`config.mk`:
```
export PLATFORM = sky130hd
export DESIGN_NAME = led_stream_receiver
export DESIGN_NICKNAME = d
export VERILOG_FILES = /design/src/rtl/led_rx_defs.sv /design/src/rtl/led_rx_bit_decoder.sv /design/src/rtl/led_stream_receiver.sv
export SDC_FILE = /design/constraint.sdc
export NUM_CORES = 1
export LEC_CHECK = 0
export ABC_AREA = 1
export CAP_MARGIN = 20
export CORE_ASPECT_RATIO = 0.7
export CORE_MARGIN = 1
export CORE_UTILIZATION = 49
export DETAILED_ROUTE_END_ITERATION = 8
export HOLD_SLACK_MARGIN = 0.08
export PLACE_DENSITY = 0.74
export SLEW_MARGIN = 15
export SYNTH_ARGS = -nofsm -noshare
export SYNTH_HDL_FRONTEND = slang
export SYNTH_SLANG_ARGS = --single-unit
```
`constraint.sdc`:
```
create_clock -name clk -period 1.8 [get_ports clk]
set_input_delay 0.18 -clock clk [delete_from_list [all_inputs] [get_ports clk]]
set_output_delay 0.18 -clock clk [all_outputs]
set_load 0.1 [all_outputs]
```
`src/rtl/led_rx_defs.sv`:
```
// Shared types and constants for the LED stream receiver.
package led_rx_defs;

  localparam int WORD_BITS = 24;
  localparam int INDEX_W   = 16;

  typedef enum logic [1:0] {
    SYNC = 2'd0,
    LOW  = 2'd1,
    HIGH = 2'd2
  } rx_state_t;

  typedef struct packed {
    logic [INDEX_W-1:0]   index;
    logic [WORD_BITS-1:0] color;
    logic                 on;
  } led_event_t;

endpackage

```
`src/rtl/led_rx_bit_decoder.sv`:
```
// Line synchronizer, edge detect, saturating high/low counters and the line-level FSM.
// Emits registered one-cycle pulses: decoded bit, latch gap, stuck-high abort.
//
// state | meaning
// SYNC  | after reset or abort; waiting for a full latch gap before trusting the line
// LOW   | line low inside a frame (or idle after a gap); a rise starts a bit
// HIGH  | line high; the fall ends a bit, an over-long high aborts to SYNC
module led_rx_bit_decoder
  import led_rx_defs::*;
#(
  parameter int T1H_MIN_CYCLES  = 30,
  parameter int HIGH_MAX_CYCLES = 100,
  parameter int RESET_CYCLES    = 2500
) (
  input  logic clk,
  input  logic rst,
  input  logic led_in,
  output logic bit_valid,
  output logic bit_value,
  output logic gap_detected,
  output logic stuck_high
);

  localparam int CNT_MAX = (RESET_CYCLES > HIGH_MAX_CYCLES) ? RESET_CYCLES : HIGH_MAX_CYCLES;
  localparam int CNT_W   = $clog2(CNT_MAX + 1);
  localparam logic [CNT_W-1:0] T1H_MIN  = CNT_W'(T1H_MIN_CYCLES);
  localparam logic [CNT_W-1:0] HIGH_MAX = CNT_W'(HIGH_MAX_CYCLES);
  localparam logic [CNT_W-1:0] GAP_LEN  = CNT_W'(RESET_CYCLES);

  logic             sync1, sync2, line_dly;
  logic             rise, fall;
  logic [CNT_W-1:0] low_cnt, high_cnt, low_nxt, high_nxt;
  logic             gap_hit, stuck_hit;
  rx_state_t        state, state_nxt;
  logic             bit_valid_nxt, gap_nxt, stuck_nxt;

  assign rise = sync2 & ~line_dly;
  assign fall = ~sync2 & line_dly;

  // Counters saturate at all-ones, which is at least CNT_MAX, so they never wrap.
  always_comb begin
    low_nxt  = low_cnt;
    high_nxt = high_cnt;
    if (sync2) begin
      low_nxt = '0;
      if (rise) high_nxt = CNT_W'(1);
      else if (high_cnt != '1) high_nxt = high_cnt + CNT_W'(1);
    end else if (low_cnt != '1) begin
      low_nxt = low_cnt + CNT_W'(1);
    end
  end

  assign gap_hit   = !sync2 && (low_nxt == GAP_LEN) && (low_cnt != GAP_LEN);
  assign stuck_hit = sync2 && (high_nxt == HIGH_MAX) && (high_cnt != HIGH_MAX);

  always_comb begin
    state_nxt     = state;
    bit_valid_nxt = 1'b0;
    gap_nxt       = 1'b0;
    stuck_nxt     = 1'b0;
    unique case (state)
      SYNC: begin
        if (gap_hit) begin
          state_nxt = LOW;
          gap_nxt   = 1'b1;
        end
      end
      LOW: begin
        if (rise) state_nxt = HIGH;
        else if (gap_hit) gap_nxt = 1'b1;
      end
      HIGH: begin
        if (fall) begin
          bit_valid_nxt = 1'b1;
          state_nxt     = LOW;
        end else if (stuck_hit) begin
          stuck_nxt = 1'b1;
          state_nxt = SYNC;
        end
      end
      default: state_nxt = SYNC;
    endcase
  end

  always_ff @(posedge clk) begin
    if (!rst) begin
      sync1        <= 1'b0;
      sync2        <= 1'b0;
      line_dly     <= 1'b0;
      low_cnt      <= '0;
      high_cnt     <= '0;
      state        <= SYNC;
      bit_valid    <= 1'b0;
      bit_value    <= 1'b0;
      gap_detected <= 1'b0;
      stuck_high   <= 1'b0;
    end else begin
      sync1        <= led_in;
      sync2        <= sync1;
      line_dly     <= sync2;
      low_cnt      <= low_nxt;
      high_cnt     <= high_nxt;
      state        <= state_nxt;
      bit_valid    <= bit_valid_nxt;
      gap_detected <= gap_nxt;
      stuck_high   <= stuck_nxt;
      if (bit_valid_nxt) bit_value <= (high_cnt >= T1H_MIN);
    end
  end

endmodule

```
`src/rtl/led_stream_receiver.sv`:
```
// LED strip stream receiver: assembles 24-bit words, indexes them per frame, reports frame status.
// Optional LED_RX_COLOR_CHECK_EN: led_on means exactly LED_COLOR, and unknown colours flag a frame error.
module led_stream_receiver
  import led_rx_defs::*;
#(
  parameter int          ARRAY_LENGTH    = 400,
  parameter logic [23:0] LED_COLOR       = 24'h00ff00,
  parameter int          T1H_MIN_CYCLES  = 30,
  parameter int          HIGH_MAX_CYCLES = 100,
  parameter int          RESET_CYCLES    = 2500
) (
  input  logic                              clk,
  input  logic                              rst,
  input  logic                              led_in,
  output logic                              led_valid,
  output logic [$clog2(ARRAY_LENGTH)-1:0]   led_index,
  output logic [23:0]                       led_color,
  output logic                              led_on,
  output logic                              frame_done,
  output logic [$clog2(ARRAY_LENGTH+1)-1:0] frame_len,
  output logic                              frame_error
);

  localparam int LED_IDX_W = $clog2(ARRAY_LENGTH);
  localparam int LEN_W     = $clog2(ARRAY_LENGTH + 1);
  localparam logic [LEN_W-1:0] LEN_MAX  = LEN_W'(ARRAY_LENGTH);
  localparam logic [4:0]       LAST_BIT = 5'(WORD_BITS - 1);

  logic                 bit_valid, bit_value, gap_detected, stuck_high;
  logic [WORD_BITS-1:0] shift_q, word_nxt;
  logic [4:0]           bit_cnt;
  logic [LEN_W-1:0]     index;
  logic                 err_q, bit_seen;
  logic                 word_done, word_on, color_bad;
  led_event_t           evt;
  logic                 unused_bits;

  led_rx_bit_decoder #(
    .T1H_MIN_CYCLES (T1H_MIN_CYCLES),
    .HIGH_MAX_CYCLES(HIGH_MAX_CYCLES),
    .RESET_CYCLES   (RESET_CYCLES)
  ) u_bit_decoder (
    .clk         (clk),
    .rst         (rst),
    .led_in      (led_in),
    .bit_valid   (bit_valid),
    .bit_value   (bit_value),
    .gap_detected(gap_detected),
    .stuck_high  (stuck_high)
  );

  assign word_nxt  = {shift_q[WORD_BITS-2:0], bit_value};
  assign word_done = bit_valid && (bit_cnt == LAST_BIT);

`ifdef LED_RX_COLOR_CHECK_EN
  assign word_on     = (word_nxt == LED_COLOR);
  assign color_bad   = !word_on && (word_nxt != '0);
  assign unused_bits = |evt.index[INDEX_W-1:LED_IDX_W];
`else
  assign word_on     = |word_nxt;
  assign color_bad   = 1'b0;
  assign unused_bits = |{evt.index[INDEX_W-1:LED_IDX_W], LED_COLOR};
`endif

  assign led_index = evt.index[LED_IDX_W-1:0];
  assign led_color = evt.color;
  assign led_on    = evt.on;

  always_ff @(posedge clk) begin
    if (!rst) begin
      shift_q     <= '0;
      bit_cnt     <= '0;
      index       <= '0;
      err_q       <= 1'b0;
      bit_seen    <= 1'b0;
      evt         <= '0;
      led_valid   <= 1'b0;
      frame_done  <= 1'b0;
      frame_len   <= '0;
      frame_error <= 1'b0;
    end else begin
      led_valid  <= 1'b0;
      frame_done <= 1'b0;
      if (stuck_high) begin
        frame_done  <= 1'b1;
        frame_len   <= index;
        frame_error <= 1'b1;
        bit_cnt     <= '0;
        index       <= '0;
        err_q       <= 1'b0;
        bit_seen    <= 1'b0;
      end else if (gap_detected) begin
        // A gap with no bits since the last one (idle line, or leaving SYNC) stays silent.
        if (bit_seen) begin
          frame_done  <= 1'b1;
          frame_len   <= index;
          frame_error <= err_q || (bit_cnt != '0);
        end
        bit_cnt  <= '0;
        index    <= '0;
        err_q    <= 1'b0;
        bit_seen <= 1'b0;
      end else if (bit_valid) begin
        shift_q  <= word_nxt;
        bit_seen <= 1'b1;
        if (word_done) begin
          bit_cnt <= '0;
          if (color_bad) err_q <= 1'b1;
          if (index < LEN_MAX) begin
            led_valid <= 1'b1;
            evt.index <= INDEX_W'(index);
            evt.color <= word_nxt;
            evt.on    <= word_on;
            index     <= index + LEN_W'(1);
          end else begin
            err_q <= 1'b1;
          end
        end else begin
          bit_cnt <= bit_cnt + 5'd1;
        end
      end
    end
  end

endmodule

```
==> metrics.md, run 1 <==
| Metric | Value |
|---|---|
| Met1 Usage GRT | 34.6% |
| Static Leak | 0.00318 µW |
| Wire length of the first global-routing pass | 22300 µm |
| Starting DRT DRC Count | 534 |
| Status | finished, violations left |
| Final antenna-violating net count | 0 |
| GR Layer Usage met3 | 7.33% |
| Worst vdd ir | 834 µV |
| CP arrival | 2240 ps |
| Area of the die | 11000 µm² |
| Number of endpoints with negative hold slack in the final report | 0 |
| Buf/Inv on CP | 2 |
| Fillers | 809 |
| Ports placed on the boundary | 49 |
| Max Fclk | 529 MHz |
| Period Utilization, post-route | 105% |
| Fin. max-slew vios | 0 |
| DRC violations left | 4 |
| Routed Wire Length | 14600 µm |
| Final cell count without fillers | 979 |
| Top cells by area in the synthesized netlist | sky130_fd_sc_hd__dfxtp_1, sky130_fd_sc_hd__nor2_1, sky130_fd_sc_hd__nand2_1 |
| # H-tree levels | 4 |
| WP data required | 2150 ps |
| Category of the most critical setup path | flip-flop to flip-flop |
| Slack of the critical path | -89.8 ps |
| Worst slew pin tran | 542 ps |
| Final setup violation count | 6 |
| Number of library cell types mapped by synthesis | 39 |
| Horizontal die dimension | 125 µm |
| Unrepaired setup endpoints after global routing | yes |
| Met2 demand-to-capacity share in global routing | 41.7% |
| Maximum clock skew at final layout | 7.47 ps |
| Top Family by Delay on Critical Path | simple AND/OR/NAND/NOR gates |
| Cell count after synthesis | 716 |
| Share of the core filled with cells | 69.8% |
| GRT Resource Usage Total | 26.0% |
| Proportion of layout cells with a drive suffix above 1 | 28.6% |
| Die Span Y | 88.1 µm |
| Post-route setup TNS | -181 ps |
| Area of the placeable core | 10300 µm² |
| Core Rows | 31 |
| Sequential cell fraction of total power | 41.6% |
| Placed cell count | 928 |
| Most used cell, CP | sky130_fd_sc_hd__nand2_1 |
| Commonest non-fill, non-tap cells in the layout | sky130_fd_sc_hd__buf_4, sky130_fd_sc_hd__nor2_1, sky130_fd_sc_hd__dfxtp_1 |
| #FFs+latches synth | 118 |
| Initial cell density of the core | 50.3% |
| CTS root buffer | sky130_fd_sc_hd__clkbuf_16 |
| Pin count of the biggest net entering global routing | 67 |
| Mapped Avg Cell Area | 7.24 µm² |
| Min Clock Period, post-route | 1890 ps |
| Switching power summed over all nets | 1320 µW |
| CTS Hold Bufs | 0 |
| Overflow left after global routing | 0 |
| Worst-case headroom to the max-slew limit | 63.8% |
| Type of the most critical hold path | input pin to flip-flop |
| Overall power consumption | 6350 µW |
| Pre-CTS setup slack | -192 ps |
| Most frequent standard cell in the layout excluding fill and tap cells | sky130_fd_sc_hd__buf_4 |
| Number of clock buffers inserted by TritonCTS | 17 |
| Sw frac | 20.8% |
| Maximum net fanout on the critical path | 3 |
| Ordered cell list for the critical path | ha_4, nand3_4, buf_4, o21bai_1, nand2_1, nand2_2, o31ai_1, nor2_1, nand2_1, nor2_2, nand4_1, nand3_1, nand2_1, inv_1 |
| Clock insertion delay at the later pin of the skew report | 410 ps |
| DP Wirelength | 8920 µm |
| Cell area after synthesis | 5180 µm² |
| Highest-utilization routing layer at the global route stage | met2 |
| Vias in the first global route | 4524 |
| Number of iterations in the first detailed-routing pass | 7 |
| Clock transition at the registers of the reported paths | 60 ps |
| Total power density per cell area | 881 nW/µm² |
| Via count normalized by instance count | 5.27 |
| Total of warnings raised by yosys | 0 |
| Cell type contributing the most total cell area after synthesis | sky130_fd_sc_hd__dfxtp_1 |
| # diodes | 0 |
| Post-synthesis sequential area ratio | 45.6% |
| Sinks on Clock Net | 118 |
| Clock share of power | 54.8% |
| Largest stage delay on the critical path | 350 ps |
| Nets in the synthesized netlist | 727 |
| Power share of the combinational group | 3.6% |
| Portion of synthesized cell area occupied by the leading cell type | 45.6% |
| Failing checks | DRC, setup timing |
| Element type at the critical path end | flip-flop |
| Number of antenna violations at the first check in global routing | 0 |
| Number of buffer cells added on primary ports | 48 |
| RePlAce Congestion | 0.891 |
| Internal cell power | 5030 µW |
| Average detailed-routed wire length per instance | 14.9 µm |
| MaxCap Viol Count | 0 |
| Final Net Count | 846 |
| Slowest stage cell, crit path | sky130_fd_sc_hd__dfxtp_2 |
| Category of the worst setup path launch point | flip-flop |
| Area Growth Syn to Fin | 38.9% |
| Vias after detailed routing | 5163 |
| Clock tree from TritonCTS | done |
| Clock buffer depth | 2 |
[synthesized netlist by cell type, drive strengths merged]
library cell	number
o31ai	2
nand4	7
a21oi	53
nor4b	1
o21ai	69
o2111ai	1
a32o	1
o211ai	2
nor2	137
a31oi	2
o311ai	1
nand2	101
dfxtp	118
xor2	5
inv	90
ha	8
a311o	1
nor4	9
o21bai	2
clkbuf	16
nand3	48
a211oi	8
clkinv	2
nor3	15
nand3b	3
buf	13
a22oi	1
[worst paths after layout]
kind                             from                endpoint  slack (ps)  cells past startpoint
max          u_bit_decoder.low_cnt[1]  u_bit_decoder.state[0]         -90                     14
min                               rst              bit_cnt[0]         310                      6
max reg2reg  u_bit_decoder.low_cnt[1]  u_bit_decoder.state[0]         -90                     14
min reg2reg       u_bit_decoder.sync1     u_bit_decoder.sync2         410                      2
[tightest hold or removal path, cell delays in order]
cell                      delay [ps]
sky130_fd_sc_hd__buf_2           110
sky130_fd_sc_hd__inv_1            70
sky130_fd_sc_hd__nor2_1           70
sky130_fd_sc_hd__buf_4           160
sky130_fd_sc_hd__nand2_1          60
sky130_fd_sc_hd__a21oi_1          30
[registers in the layout, summed over array words and instances, names as in the netlist, 2 cells and up]
| name | flops |
|---|---|
| led_color | 24 |
| shift_q | 23 |
| u_bit_decoder.high_cnt | 12 |
| u_bit_decoder.low_cnt | 12 |
| frame_len | 9 |
| index | 9 |
| led_index | 9 |
| bit_cnt | 5 |
| u_bit_decoder.state | 2 |
[metrics by stage]
step,area [µm²],hold WS [ps]
final,7200,309
after CTS,6950,298
after detailed placement,6020,397
after global placement,6020,401
after global routing,7200,329
after floorplan,5180,278
[logic make-up (layout without fill, tap and decap cells)]
kind of cell | after synthesis | count (layout) | share of synthesized area, %
simple gates | 321 | 323 | 27.1
flops | 118 | 118 | 45.6
xor+xnor | 5 | 5 | 0.845
fa+ha+maj | 8 | 8 | 1.93
compound gates | 143 | 143 | 15.0
buf+inv | 121 | 250 | 9.53
[power by group through the flow]
stage               clock network, µW  logic [µW]  registers (µW)
finish                           3480         230            2640
global route                     3650         248            2640
CTS                              3490         202            2640
detailed placement                  0         188            2690
global placement                    0         183            2690
floorplan                           0         107            2690
[routing by layer]
metal / up-vias / wire (µm) / part of all wire, %
met5: - / 0 / 0
met4: 0 / 197 / 1.4
met3: 28 / 861 / 5.9
met2: 179 / 6600 / 45
met1: 2379 / 6910 / 47
li1: 2577 / - / -
[repair_timing]
action | CTS | global route
cloned | 4 | 0
buffers inserted | 10 | 6
setup endpoints to repair | 39 | 44
pin swaps | 18 | 26
gates resized for setup | 49 | 54
[layout make-up]
type	instances	area, µm²	area share (%)
Tap cell	132	165	2.29
Multi-Input combinational cell	479	2680	37.1
Inverter	92	353	4.90
Clock inverter	8	121	1.68
Sequential cell	118	2380	33.0
Timing Repair Buffer	127	1020	14.2
Clock buffer	23	488	6.77
No activity file was read; power rests on OpenSTA's default activity.
==> inputs of run 2 (changes only) <==
--- a/config.mk
+++ b/config.mk
@@ -7,11 +7,11 @@
 export LEC_CHECK = 0
 export ABC_AREA = 1
 export CAP_MARGIN = 20
-export CORE_ASPECT_RATIO = 0.7
 export CORE_MARGIN = 1
 export CORE_UTILIZATION = 49
 export DETAILED_ROUTE_END_ITERATION = 8
 export HOLD_SLACK_MARGIN = 0.08
+export MAX_ROUTING_LAYER = met4
 export PLACE_DENSITY = 0.74
 export SLEW_MARGIN = 15
 export SYNTH_ARGS = -nofsm -noshare
==> metrics.md, run 2 (same netlist as run 1, synthesis figures left out) <==
| Metric | Value |
|---|---|
| Status | finished, violations left |
| Failing checks | setup timing |
| Pin count of the biggest net entering global routing | 67 |
| CP arrival | 2240 ps |
| Cell depth of the worst flop-to-flop path | 16 |
| Met2 demand-to-capacity share in global routing | 40.5% |
| MaxCap Viol Count | 0 |
| Highest-utilization routing layer at the global route stage | met2 |
| Area of the placeable core | 10300 µm² |
| Clock tree from TritonCTS | done |
| Via count normalized by instance count | 5.27 |
| Vias in the first global route | 4763 |
| Internal reg-to-reg setup slack | -20 ps |
| Worst-case headroom to the max-slew limit | 64.6% |
| Fin. max-slew vios | 0 |
| Number of iterations in the first detailed-routing pass | 5 |
| Average detailed-routed wire length per instance | 14.1 µm |
| Worst R2R End | u_bit_decoder.state[1] |
| RePlAce Congestion | 0.917 |
| Number of flip-flops in the largest register | 24 |
| Met1 Usage GRT | 30.6% |
| CTS root buffer | sky130_fd_sc_hd__clkbuf_8 |
| Unrepaired setup endpoints after global routing | yes |
| Maximum clock skew at final layout | 7.12 ps |
| Routed Wire Length | 13700 µm |
| Placement Cell Area | 6040 µm² |
| Max Fclk | 549 MHz |
| Starting DRT DRC Count | 220 |
| Period Utilization, post-route | 101% |
| Number of buffer cells added on primary ports | 48 |
| Top Family by Delay on Critical Path | simple AND/OR/NAND/NOR gates |
| Overflow left after global routing | 0 |
| Category of the most critical setup path | flip-flop to flip-flop |
| Vias after detailed routing | 5150 |
| CTS Hold Bufs | 0 |
| Clock insertion delay at the later pin of the skew report | 520 ps |
| Element type at the critical path end | flip-flop |
| Number of endpoints with negative hold slack in the final report | 0 |
| Worst vdd ir | 574 µV |
| Ports placed on the boundary | 49 |
| Sequential cell area | 2380 µm² |
| Die Span Y | 105 µm |
| Overall power consumption | 5830 µW |
| Area Growth Syn to Fin | 34.6% |
| Count of cell instances traversed by the critical path | 16 |
| DP Wirelength | 8660 µm |
| WP data required | 2210 ps |
| Maximum net fanout on the critical path | 3 |
| Most used cell, CP | sky130_fd_sc_hd__nand2_1 |
| Initial cell density of the core | 50.5% |
| Clock transition at the registers of the reported paths | 60 ps |
| Clock buffer depth | 2 |
| Fillers | 864 |
| Ordered cell list for the critical path | buf_6, inv_1, buf_4, ha_1, inv_1, nand3_1, nand2_2, nor2_2, nor2_1, nand2_1, nor2_1, nand2_1, nand2_1, nand2_1, nand2_1, nor2_1 |
| Commonest non-fill, non-tap cells in the layout | sky130_fd_sc_hd__nor2_1, sky130_fd_sc_hd__buf_4, sky130_fd_sc_hd__dfxtp_1 |
| Critical path launch point | u_bit_decoder.high_cnt[0] |
| Type of the most critical hold path | input pin to flip-flop |
| Number of antenna violations at the first check in global routing | 0 |
| Final setup violation count | 3 |
| Slack of the critical path | -21.4 ps |
| Destination of the critical timing path | u_bit_decoder.state[1] |
| Proportion of layout cells with a drive suffix above 1 | 26.8% |
| Total power density per cell area | 835 nW/µm² |
| Worst slew pin tran | 531 ps |
| Number of clock buffers inserted by TritonCTS | 17 |
| # H-tree levels | 4 |
| GRT Resource Usage Total | 25.4% |
| Sinks on Clock Net | 118 |
| Category of the worst setup path launch point | flip-flop |
| Area of all placed cells without fillers | 6980 µm² |
| Core Rows | 37 |
| Most frequent standard cell in the layout excluding fill and tap cells | sky130_fd_sc_hd__nor2_1 |
| Final Net Count | 839 |
| Min Clock Period, post-route | 1820 ps |
| Static Leak | 0.00307 µW |
| Startpoint of the worst-slack reg-to-reg timing path | u_bit_decoder.high_cnt[0] |
| Largest stage delay on the critical path | 360 ps |
| Buf/Inv on CP | 4 |
| Wire length of the first global-routing pass | 21700 µm |
| DRC violations left | 0 |
| Final antenna-violating net count | 0 |
| Horizontal die dimension | 105 µm |
| GR Layer Usage met3 | 6.11% |
| Footprint of the multi-input gates | 2630 µm² |
| # diodes | 0 |
| Share of the core filled with cells | 67.9% |
| Area of the die | 11000 µm² |
| Slowest stage cell, crit path | sky130_fd_sc_hd__dfxtp_4 |
==> run 2: changes by cell type in the layout (fill, tap and decap cells not counted), moves of 3 or more <==
cell and change:
sky130_fd_sc_hd__nand3_2 -7, sky130_fd_sc_hd__nand2_2 -6, sky130_fd_sc_hd__clkinvlp_4 +5, sky130_fd_sc_hd__nand3_1 +5, sky130_fd_sc_hd__nor2_2 -5, sky130_fd_sc_hd__nand2_1 +4
sky130_fd_sc_hd__nor2_1 +4, sky130_fd_sc_hd__o21ai_0 -4, sky130_fd_sc_hd__buf_4 -3, sky130_fd_sc_hd__bufinv_16 -3, sky130_fd_sc_hd__inv_2 -3, sky130_fd_sc_hd__inv_6 +3
sky130_fd_sc_hd__nand2_4 +3
==> run 2: worst reg2reg max path, cell delays in order, from the launching register on <==
cell and delay [ps]:
sky130_fd_sc_hd__dfxtp_4 360, sky130_fd_sc_hd__buf_6 100, sky130_fd_sc_hd__inv_1 40, sky130_fd_sc_hd__buf_4 140, sky130_fd_sc_hd__ha_1 280, sky130_fd_sc_hd__inv_1 50, sky130_fd_sc_hd__nand3_1 90, sky130_fd_sc_hd__nand2_2 100
sky130_fd_sc_hd__nor2_2 60, sky130_fd_sc_hd__nor2_1 90, sky130_fd_sc_hd__nand2_1 60, sky130_fd_sc_hd__nor2_1 80, sky130_fd_sc_hd__nand2_1 60, sky130_fd_sc_hd__nand2_1 50, sky130_fd_sc_hd__nand2_1 40, sky130_fd_sc_hd__nand2_1 50
sky130_fd_sc_hd__nor2_1 40
==> run 2: how the worst min path moves through the flow <==
stage,start,end,slack (ps),depth (start not counted)
2_1_floorplan,led_in,u_bit_decoder.sync1,280,2
5_1_grt,rst,bit_cnt[2],200,6
6_report,rst,bit_cnt[1],180,5
3_3_place_gp,u_bit_decoder.sync1,u_bit_decoder.sync2,400,2
3_5_place_dp,u_bit_decoder.sync1,u_bit_decoder.sync2,410,2
4_1_cts,rst,bit_cnt[1],170,5
==> run 2: routing by layer <==
metal  wire, µm  part of all wire [%]
met1       6000                    44
met2       6890                    50
met3        655                   4.8
met4        201                   1.5
met5          0                     0
==> run 2: layout make-up <==
type	count	share of cell area (%)
multi-input cells	479	37.6
flip-flops and latches	118	34.1
repair buffers	120	13.1
clock buffers	18	6.13
inverters	92	5.09
well taps	136	2.44
clock inverters	14	1.49
==> run 2: what timing repair did <==
| action | CTS | global route |
|---|---|---|
| endpoints found under the setup margin | 27 | 43 |
| pin swaps | 10 | 28 |
| cloned | 2 | 0 |
| buffers inserted | 3 | 6 |
| resized for setup | 28 | 64 |
==> run 2: where the power goes <==
group / leakage, µW / total (µW) / internal, µW / switching [µW]
registers: 0.000957 / 2640 / 2630 / 14.0
logic: 0.00187 / 199 / 73.4 / 125
clock network: 0.000246 / 2990 / 1730 / 1260
total: 0.00307 / 5830 / 4430 / 1400
==> run 2: stage by stage <==
stage | instances | hold WS, ps | setup TNS [ps] | worst slack (ps)
after detailed placement | 934 | 406 | -435 | -91.6
after global routing | 977 | 205 | -574 | -158
after floorplan | 716 | 278 | 0 | 1.13
final | 977 | 177 | -46.0 | -21.4
after global placement | 934 | 401 | -77.1 | -53.3
after CTS | 971 | 170 | -68.4 | -68.4
